<file path="src/rtl/display_pkg.sv">
// Shared definitions for the seven-segment scan controller.
// Latency: n/a (constants and types only).
// Backpressure: n/a.
package display_pkg;

  // Register map
  localparam logic [1:0] ADDR_VALUE = 2'd0;
  localparam logic [1:0] ADDR_MASK  = 2'd1;
  localparam logic [1:0] ADDR_CTRL  = 2'd2;

  // CTRL bit positions
  localparam int CTRL_BLANK_ALL = 0;
  localparam int CTRL_BLINK_EN  = 1;

  // All segments dark (active-low pins)
  localparam logic [6:0] SEG_OFF = 7'h7F;

  // Scan FSM states
  typedef enum logic {
    BLANK = 1'b0,
    SHOW  = 1'b1
  } scan_state_t;

  // Software-visible register set; MASK is {dp[7:0], enable[7:0]}
  typedef struct packed {
    logic [31:0] value;
    logic [15:0] mask;
    logic [1:0]  ctrl;
  } disp_regs_t;

  localparam disp_regs_t REGS_RST = '{value: 32'h0000_0000, mask: 16'h00FF, ctrl: 2'b00};

endpackage

</file>
<file path="src/rtl/seven_segment_display.sv">
// Hex nibble to active-low seven-segment glyph {g,f,e,d,c,b,a}.
// Latency: combinational.
// Backpressure: none.
module seven_segment_display (
  input  logic [3:0] nibble,
  output logic [6:0] seg_n
);

  // Glyph lookup: 0-9, A, b, C, d, E, F
  always_comb begin
    seg_n = 7'h7F;
    case (nibble)
      4'h0: seg_n = 7'h40;
      4'h1: seg_n = 7'h79;
      4'h2: seg_n = 7'h24;
      4'h3: seg_n = 7'h30;
      4'h4: seg_n = 7'h19;
      4'h5: seg_n = 7'h12;
      4'h6: seg_n = 7'h02;
      4'h7: seg_n = 7'h78;
      4'h8: seg_n = 7'h00;
      4'h9: seg_n = 7'h10;
      4'hA: seg_n = 7'h08;
      4'hB: seg_n = 7'h03;
      4'hC: seg_n = 7'h46;
      4'hD: seg_n = 7'h21;
      4'hE: seg_n = 7'h06;
      4'hF: seg_n = 7'h0E;
      default: seg_n = 7'h7F;
    endcase
  end

endmodule

</file>
<file path="src/rtl/display_scan_controller.sv">
// Memory-mapped multiplexed seven-segment scanner with blanking gaps and frame-synchronous updates.
// Latency: register write visible next cycle, on pins from next frame start; reads 1 cycle; pins registered.
// Backpressure: none; bus strobes are accepted every cycle and the scan free-runs.
module display_scan_controller
  import display_pkg::*;
#(
  parameter int NUM_DIGITS   = 8,
  parameter int REFRESH_DIV  = 50000,
  parameter int BLANK_CYCLES = 500,
  parameter int BLINK_FRAMES = 64
) (
  input  logic                  clk,
  input  logic                  rst,
  input  logic                  wr_en,
  input  logic [1:0]            wr_addr,
  input  logic [31:0]           wr_data,
  input  logic                  rd_en,
  input  logic [1:0]            rd_addr,
  output logic [31:0]           rd_data,
  output logic [6:0]            seg_n,
  output logic                  dp_n,
  output logic [NUM_DIGITS-1:0] an_n
);

  localparam int CNT_MAX = (REFRESH_DIV > BLANK_CYCLES) ? REFRESH_DIV : BLANK_CYCLES;
  localparam int CNT_W   = $clog2(CNT_MAX);
  localparam int IDX_W   = (NUM_DIGITS > 1) ? $clog2(NUM_DIGITS) : 1;
  localparam int FRM_W   = (BLINK_FRAMES > 1) ? $clog2(BLINK_FRAMES) : 1;

  localparam logic [CNT_W-1:0]      BLANK_LAST = CNT_W'(BLANK_CYCLES - 1);
  localparam logic [CNT_W-1:0]      SHOW_LAST  = CNT_W'(REFRESH_DIV - 1);
  localparam logic [IDX_W-1:0]      IDX_LAST   = IDX_W'(NUM_DIGITS - 1);
  localparam logic [FRM_W-1:0]      FRM_LAST   = FRM_W'(BLINK_FRAMES - 1);
  localparam logic [NUM_DIGITS-1:0] ONE_HOT0   = NUM_DIGITS'(1);

  // Bus-side and scan-side register copies
  disp_regs_t bus_q;
  disp_regs_t shd_q;
  disp_regs_t shd_nxt;

  // Scan state
  scan_state_t      state_q, state_nxt;
  logic [CNT_W-1:0] cnt_q, cnt_nxt;
  logic [IDX_W-1:0] idx_q, idx_nxt;
  logic [FRM_W-1:0] frm_q, frm_nxt;
  logic             blink_on_q, blink_on_nxt;
  logic             frame_start;

  // Next pin values
  logic [3:0]            sel_nibble;
  logic                  sel_en;
  logic                  sel_dp;
  logic [6:0]            hex_seg;
  logic                  blinked_off;
  logic                  lit_nxt;
  logic [NUM_DIGITS-1:0] an_nxt;
  logic [6:0]            seg_nxt;
  logic                  dp_nxt;

  // Bus-side register writes; reserved address and unused bits are dropped
  always_ff @(posedge clk) begin
    if (rst) begin
      bus_q <= REGS_RST;
    end else if (wr_en) begin
      case (wr_addr)
        ADDR_VALUE: bus_q.value <= wr_data;
        ADDR_MASK:  bus_q.mask  <= wr_data[15:0];
        ADDR_CTRL:  bus_q.ctrl  <= wr_data[1:0];
        default:    ;
      endcase
    end
  end

  // Registered read port; samples pre-write contents so a same-cycle write reads old data
  always_ff @(posedge clk) begin
    if (rst) begin
      rd_data <= 32'h0;
    end else if (rd_en) begin
      case (rd_addr)
        ADDR_VALUE: rd_data <= bus_q.value;
        ADDR_MASK:  rd_data <= {16'h0, bus_q.mask};
        ADDR_CTRL:  rd_data <= {30'h0, bus_q.ctrl};
        default:    rd_data <= 32'h0;
      endcase
    end
  end

  // Scan FSM next state: slot timing, digit index wrap, frame and blink phase tracking
  always_comb begin
    state_nxt    = state_q;
    cnt_nxt      = cnt_q + CNT_W'(1);
    idx_nxt      = idx_q;
    frm_nxt      = frm_q;
    blink_on_nxt = blink_on_q;
    frame_start  = 1'b0;
    case (state_q)
      BLANK: begin
        if (cnt_q == BLANK_LAST) begin
          state_nxt   = SHOW;
          cnt_nxt     = '0;
          frame_start = (idx_q == '0);
        end
      end
      SHOW: begin
        if (cnt_q == SHOW_LAST) begin
          state_nxt = BLANK;
          cnt_nxt   = '0;
          if (idx_q == IDX_LAST) begin
            idx_nxt = '0;
            if (frm_q == FRM_LAST) begin
              frm_nxt      = '0;
              blink_on_nxt = ~blink_on_q;
            end else begin
              frm_nxt = frm_q + FRM_W'(1);
            end
          end else begin
            idx_nxt = idx_q + IDX_W'(1);
          end
        end
      end
      default: begin
        state_nxt = BLANK;
        cnt_nxt   = '0;
      end
    endcase
    shd_nxt = frame_start ? bus_q : shd_q;
  end

  // Pick the nibble, enable and dp of the digit about to be selected
  always_comb begin
    sel_nibble = 4'h0;
    sel_en     = 1'b0;
    sel_dp     = 1'b0;
    for (int i = 0; i < NUM_DIGITS; i++) begin
      if (idx_nxt == IDX_W'(i)) begin
        sel_nibble = shd_nxt.value[4*i +: 4];
        sel_en     = shd_nxt.mask[i];
        sel_dp     = shd_nxt.mask[8+i];
      end
    end
  end

  // Single shared decoder on the selected nibble
  seven_segment_display u_hex (
    .nibble (sel_nibble),
    .seg_n  (hex_seg)
  );

  // Next pin values: lit only in SHOW with the digit enabled and not blanked or blinked off
  always_comb begin
    blinked_off = shd_nxt.ctrl[CTRL_BLINK_EN] && !blink_on_nxt;
    lit_nxt     = (state_nxt == SHOW) && sel_en && !shd_nxt.ctrl[CTRL_BLANK_ALL] && !blinked_off;
    an_nxt      = '1;
    if (lit_nxt) begin
      an_nxt = ~(ONE_HOT0 << idx_nxt);
    end
    seg_nxt = lit_nxt ? hex_seg : SEG_OFF;
    dp_nxt  = lit_nxt ? ~sel_dp : 1'b1;
  end

  // Scan state, shadow copies and pins update together so pins never lag the FSM
  always_ff @(posedge clk) begin
    if (rst) begin
      state_q    <= BLANK;
      cnt_q      <= '0;
      idx_q      <= '0;
      frm_q      <= '0;
      blink_on_q <= 1'b1;
      shd_q      <= REGS_RST;
      an_n       <= '1;
      seg_n      <= SEG_OFF;
      dp_n       <= 1'b1;
    end else begin
      state_q    <= state_nxt;
      cnt_q      <= cnt_nxt;
      idx_q      <= idx_nxt;
      frm_q      <= frm_nxt;
      blink_on_q <= blink_on_nxt;
      shd_q      <= shd_nxt;
      an_n       <= an_nxt;
      seg_n      <= seg_nxt;
      dp_n       <= dp_nxt;
    end
  end

endmodule
</file>
<file path="config.mk">
export PLATFORM = sky130hd
export DESIGN_NAME = display_scan_controller
export DESIGN_NICKNAME = d
export VERILOG_FILES = /design/src/rtl/display_pkg.sv /design/src/rtl/seven_segment_display.sv /design/src/rtl/display_scan_controller.sv
export SDC_FILE = /design/constraint.sdc
export NUM_CORES = 1
export LEC_CHECK = 0
export CORE_ASPECT_RATIO = 0.75
export CORE_UTILIZATION = 40
export DETAILED_ROUTE_END_ITERATION = 7
export DONT_BUFFER_PORTS = 1
export PLACE_DENSITY = 0.66
export SKIP_LAST_GASP = 1
export SYNTH_ARGS = -nofsm -noshare
export SYNTH_HDL_FRONTEND = slang
export SYNTH_SLANG_ARGS = --single-unit
</file>
<file path="constraint.sdc">
create_clock -name clk -period 4.2 [get_ports clk]
set_input_delay 1.05 -clock clk [delete_from_list [all_inputs] [get_ports clk]]
set_output_delay 1.05 -clock clk [all_outputs]
set_load 0.005 [all_outputs]
</file>
=== Word level (Yosys, flattened, before mapping) ===
Memory sizes are Yosys's and may differ from the RTL's. A register that Yosys moved wholly into a read port is not among the register bits.
Index checks and enable logic that the tools add are counted.

* Register bits after elaboration: 168
* ROM bits: 112
* Input bits: 40
* Output and inout port bits: 48
* Word-level logic and storage cells: 97
* Memories kept: 1

{| class="wikitable"
|+ Memories
! name !! words !! width !! rd ports !! clocked after Yosys merged registers in !! wr ports !! RTL line !! text
|-
| (name not given) || 16 || 7 || 1 || 1 || 0 || seven_segment_display.sv:12 || <nowiki>case (nibble)</nowiki>
|}

* Add/sub/neg operators: 3
* Eq/ne operators: 15
* Shift-type cells: 1
* Multiplexer cells: 42
* Bitwise logic cells: 5
* Reductions and logical operators: 16

{| class="wikitable"
|+ Operators by type and width
! operator !! count
|-
| 32-bit case mux with 3 select lines || 1
|-
| 50-bit 2-to-1 mux || 1
|-
| 16-bit 2-to-1 mux || 2
|-
| 4-bit 2-to-1 mux || 8
|-
| 16-bit case mux with 2 select lines || 1
|-
| 1-bit 2-to-1 mux || 24
|-
| 16-bit by 1-bit adder with 16-bit output (second input constant) || 1
|-
| 16-bit equality test (second input constant) || 1
|-
| 16-bit by 9-bit equality test with 1-bit output (second input constant) || 1
|-
| 3-bit equality test (second input constant) || 5
|-
| 3-bit 2-to-1 mux || 3
|-
| 8-bit inverter || 1
|-
| 1-bit by 3-bit << shifter with 8-bit output (first input constant) || 1
|-
| 6-bit by 1-bit adder with 6-bit output (second input constant) || 1
|-
| 3-bit by 2-bit equality test with 1-bit output (second input constant) || 2
|-
| 6-bit equality test (second input constant) || 1
|-
| 3-bit logical NOT || 2
|-
| 6-bit 2-to-1 mux || 1
|-
| 2-bit AND reduction || 3
|-
| 2-bit by 1-bit equality test with 1-bit output (second input constant) || 2
|-
| 2-bit equality test (second input constant) || 2
|-
| 1-bit logical AND || 4
|-
| 2-bit logical NOT || 2
|-
| 1-bit inverter || 4
|-
| 6 further kinds || 8
|}

=== Logic depth before layout (Yosys ltp) ===
* Word-level depth: 18
* Mapped depth: 17
* Gate-level depth less buffers: 14

=== Hierarchy ===
From an unflattened synthesis, not the netlist that was laid out.

* Cell total of the unflattened synthesis: 858
* Area total of the unflattened synthesis: 7539.7 um^2

{| class="wikitable"
|+ Modules (own cells, without submodules)
! module !! times used !! cells an instance !! area an instance (um^2) !! sequential area each (um^2)
|-
| display_scan_controller || 1 || 826 || 7264.5 || 3503.4
|-
| seven_segment_display || 1 || 32 || 275.3 || 0.0
|}

=== Worst setup path after synthesis ===
No wires, ideal clock.

* Path type: reg-to-reg
* Start: register idx_q[0]
* End: register seg_n[3]
* Setup time: 0.122 ns
* Arrival: 3.470 ns
* Data required time: 4.078 ns
* Path slack: 0.608 ns
* Cell stages (with the launch flop): 17
* Buffers on the path: 3
* Clock period less this slack: 3.592 ns
* Cells stage by stage: dfxtp_1 > clkbuf_1 > inv_1 > ha_1 > and2_1 > nand2_1 > buf_2 > buf_1 > mux2i_1 > nand2_1 > o311a_1 > o21ai_0 > inv_1 > ha_1 > nor2b_1 > a211oi_1 > o21ai_1

* Longest elaborated chain between the ends: 18
* Elaborated cells on any way between the ends: 45
* Those cells by class: add/sub: 1; eq/ne: 8; mux: 25; bitwise: 1; reduce/logical: 10

{| class="wikitable"
|+ RTL lines
! item !! RTL line !! text
|-
| start: declaration || display_scan_controller.sv:44 || <nowiki>logic [IDX_W-1:0] idx_q, idx_nxt;</nowiki>
|-
| start signal: assignment || display_scan_controller.sv:176 || <nowiki>idx_q <= idx_nxt;</nowiki>
|-
| 3-bit by 1-bit adder with 3-bit output / 3-bit equality test (equally long branches) || display_scan_controller.sv:117, display_scan_controller.sv:108 ||
|-
| 3-bit 2-to-1 mux || display_scan_controller.sv:108 || <nowiki>if (idx_q == IDX_LAST) begin</nowiki>
|-
| 3-bit 2-to-1 mux || display_scan_controller.sv:105 || <nowiki>if (cnt_q == SHOW_LAST) begin</nowiki>
|-
| 3-bit 2-to-1 mux || display_scan_controller.sv:96 || <nowiki>case (state_q)</nowiki>
|-
| 3-bit logical NOT || display_scan_controller.sv:135 || <nowiki>if (idx_nxt == IDX_W'(i)) begin</nowiki>
|-
| 1-bit 2-to-1 mux (8 in series) || display_scan_controller.sv:135 ||
|-
| 1-bit logical AND (3 in series) || display_scan_controller.sv:152 || <nowiki>lit_nxt = (state_nxt == SHOW) && sel_en && !shd_nxt.ctrl[CTRL_BLANK_ALL] && !blinked_off;</nowiki>
|-
| 1-bit inverter (no source line) || - ||
|-
| 2-bit OR reduction (no source line) || - ||
|-
| end: declaration || display_scan_controller.sv:20 || <nowiki>output logic [6:0] seg_n,</nowiki>
|}

Parallel ways exist; a longest one is shown, timed or not.
A chain may end at the register's enable or synchronous reset.

=== Worst setup path in the final report ===
* Start: register cnt_q[11]
* End: register seg_n[2]

* Longest elaborated chain between the ends: 17
* Elaborated cells on any way between the ends: 45
* Those cells by class: eq/ne: 9; mux: 26; bitwise: 1; reduce/logical: 9

{| class="wikitable"
|+ RTL lines
! item !! RTL line !! text
|-
| start: declaration || display_scan_controller.sv:43 || <nowiki>logic [CNT_W-1:0] cnt_q, cnt_nxt;</nowiki>
|-
| start signal: assignment || display_scan_controller.sv:175 || <nowiki>cnt_q <= cnt_nxt;</nowiki>
|-
| 16-bit equality test / 16-bit by 9-bit equality test with 1-bit output (equally long branches) || display_scan_controller.sv:105, display_scan_controller.sv:98 ||
|-
| 3-bit 2-to-1 mux / 1-bit 2-to-1 mux (equally long branches) || display_scan_controller.sv:105, display_scan_controller.sv:98 ||
|-
| 3-bit 2-to-1 mux / 1-bit 2-to-1 mux (equally long branches) || display_scan_controller.sv:96 ||
|-
| 3-bit logical NOT / 50-bit 2-to-1 mux (equally long branches) || display_scan_controller.sv:135, display_scan_controller.sv:126 ||
|-
| 1-bit 2-to-1 mux (8 in series) || display_scan_controller.sv:135 ||
|-
| 1-bit logical AND (3 in series) || display_scan_controller.sv:152 ||
|-
| 1-bit inverter (no source line) || - ||
|-
| 2-bit OR reduction (no source line) || - ||
|}

Parallel ways exist; a longest one is shown, timed or not.

==> key figures <==
Route
  – Vias: 5682
  – Final wirelength: 17960 um
  – Wire per inst: 16.46 um
  – Initial DRC Count: 524
  – DR pass1 iterations: 5
  – ANT nets after route: 0
  – Drt drc: 0
  – Via/cell ratio: 5.208

Global routing
  – Vias in the first global route: 5200
  – Wire length of the first global-routing pass: 28720 um
  – GR Util All Layers: 19.22%
  – Initial antenna violation count: 0
  – Pin count of the biggest net entering global routing: 142
  – Total gr overflow: 0

Setup path
  – Required @ worst endpoint: 4500 ps
  – Crit end category: register
  – Crit path launch type: register
  – Crit path DAT: 4090 ps
  – Crit-path max FO: 10
  – Classification of the worst setup path: reg -> reg
  – Max stage delay on crit path: 580 ps
  – Worst-path cell chain: or4_4 > nor4_4 > nand2_2 > a21oi_1 > nor2_1 > a22oi_1 > o21ai_0 > buf_4 > ha_1 > o311ai_0
  – CP max stage cell: or4_4

Clock network
  – Number of post-CTS setup repair buffers: 0
  – CTS Sinks: 175
  – Clk_lat worst skew: 430 ps
  – Post-cts sizing count: 0
  – Max clock buf depth: 2
  – CTS tree: done
  – Number of buffers created by CTS: 17
  – Root Buffer: clkbuf_16
  – Clock-pin slew on the worst setup and hold paths: 60 ps
  – Hold buffers post-CTS: 0
  – Htree depth: 4

Floorplanning
  – Initial core utilization: 41.42%
  – Row count: 42
  – Die Y: 120.0 um
  – Io pins: 88
  – Core ar.: 0.01792 mm2
  – Chip Width: 159.3 um
  – Die ar.: 0.01911 mm2

Pwr
  – Pwr per Cell Area: 418.3 mW/mm2
  – Leakage: 0.003285 uW
  – Peak VDD IR: 0.2476 mV

STA
  – Post-layout min period: 3787 ps
  – Final period util: 90.17%
  – RSZ-0062 raised after global routing: false
  – Hold slack: 461.7 ps
  – Fmax: 0.2641 GHz
  – Setup-failing EPs final: 0
  – Slew Limit Fails: 0
  – Setup TNS: 0 ps
  – Rel. slew slack: 26.54%
  – Slew @ Worst Pin: 1095 ps
  – Endpoints failing hold: 0
  – Post-Route Skew: 10.80 ps

Layout
  – P&R area growth vs syn: 10.96%
  – Ant. Diodes: 0
  – # nets final: 885
  – Most frequent cells in the layout: dfxtp_1, nand2_1, nor2_1
  – Final Non-Filler Cells: 1091
  – Layout cells sized above 1: 8.716%
  – Commonest non-fill, non-tap cell in the layout: dfxtp_1
  – Final instance area: 0.008235 mm2

Synth
  – Number of flops mapped to enable cells by yosys: 0
  – Sequential area share after synthesis: 47.20%
  – Syn Inst Count: 855
  – Syn nets: 904
  – Top FF cell, synth: dfxtp_1
  – Mean cell area of the mapped netlist: 8.681 um2
  – Post-synthesis cell area: 0.007422 mm2
  – #FFs+latches synth: 175
  – Asr flop ratio synth: 0%
  – Distinct cell type count after synthesis: 58
  – Ys Warns: 0

Placed design
  – Cells after DPL: 1059
  – I/O Buffers: 0
  – Final HPWL DP: 12470 um
  – GPL Wtd Cong: 0.8783
  – Cell Area, Placed: 0.007607 mm2

Worst hold path
  – Min-delay worst type: reg -> reg

Run
  – Max Cap Violations: 0

Outcome
  – Status: completed
==> cell usage after synthesis, drive strengths merged, types with 11 or more instances <==
library cell	count	share of area, %
xnor2	11	1.3
mux2	17	2.6
clkbuf	38	1.9
mux2i	55	7.4
nand3	18	1.2
nand2	136	6.9
nand3b	11	1.1
o21ai	16	1.1
dfxtp	175	47
nor2b	35	3.0
nor2	124	6.3
a21oi	88	5.9
nand2b	14	1.2
==> state kept, by name (all words and copies together), names as in the netlist <==
register    flops
an_n            8
idx_q           3
cnt_q          16
frm_q           6
bus_q          50
rd_data        32
state_q         1
blink_on_q      1
shd_q          50
dp_n            1
seg_n           7
==> layer usage <==
layer  vias up  part of all wire (%)  track usage, %
li1       2868                     -               -
met1      2615                    51           28.33
met2       183                    39           25.05
met3        16                   9.3           7.916
met4         0                   1.1           4.988
met5         -                     0               0
==> cell families after synthesis <==
| kind of cell | count (synthesis) | share of synthesized area, % |
|---|---|---|
| flip-flops | 175 | 47.20 |
| adder cells (fa/ha/maj) | 9 | 1.517 |
| buffers and inverters | 55 | 3.220 |
| XOR/XNOR | 21 | 2.478 |
| AO/OA/AOI/OAI | 147 | 11.97 |
| AND/OR/NAND/NOR | 376 | 23.62 |
| multiplexers | 72 | 9.997 |
==> through the flow <==
| step | total power [uW] | utilization, % | setup WS [ps] |
|---|---|---|---|
| 2_1_floorplan | 1821 | - | 608.5 |
| 3_3_place_gp | 1820 | 42.45 | 500.4 |
| 3_5_place_dp | 1822 | 42.45 | 423.9 |
| 4_1_cts | 3472 | 45.94 | 430.5 |
| 5_1_grt | 3557 | 45.96 | 132.3 |
| 6_report | 3445 | 45.96 | 412.9 |
==> critical path: cells and delay by family (launching register included) <==
family,cells,cell delay [ps]
buf+inv,1,170
simple gates,4,1490
flops,1,350
fa+ha+maj,1,270
compound gates,4,1380
==> path summary, 6_finish.rpt <==
path         endpoint      start  depth (start not counted)  slack, ps
min reg2reg  shd_q[1]   shd_q[1]                          2        460
max reg2reg  seg_n[2]  cnt_q[11]                         10        410
min          shd_q[1]   shd_q[1]                          2        460
max          seg_n[2]  cnt_q[11]                         10        410
==> cell type report <==
cell class                 instances  area [um2]
sequential                       175        3503
tap                              242       302.8
multi-input combinational        625        3690
clock buffer                      20       466.7
clock inverter                    12       158.9
fill                            1710        9684
timing repair buffer              10       87.58
inverter                           7       26.28
==> power by group <==
group / leakage (uW) / switching [uW] / total [uW] / internal (uW)
Clock: 0.000303 / 674 / 1660 / 986
Combinational: 0.00157 / 42.0 / 77.7 / 35.7
Sequential: 0.00142 / 22.9 / 1710 / 1680
Total: 0.00328 / 739 / 3450 / 2710
(Power assumes the default switching activity.)
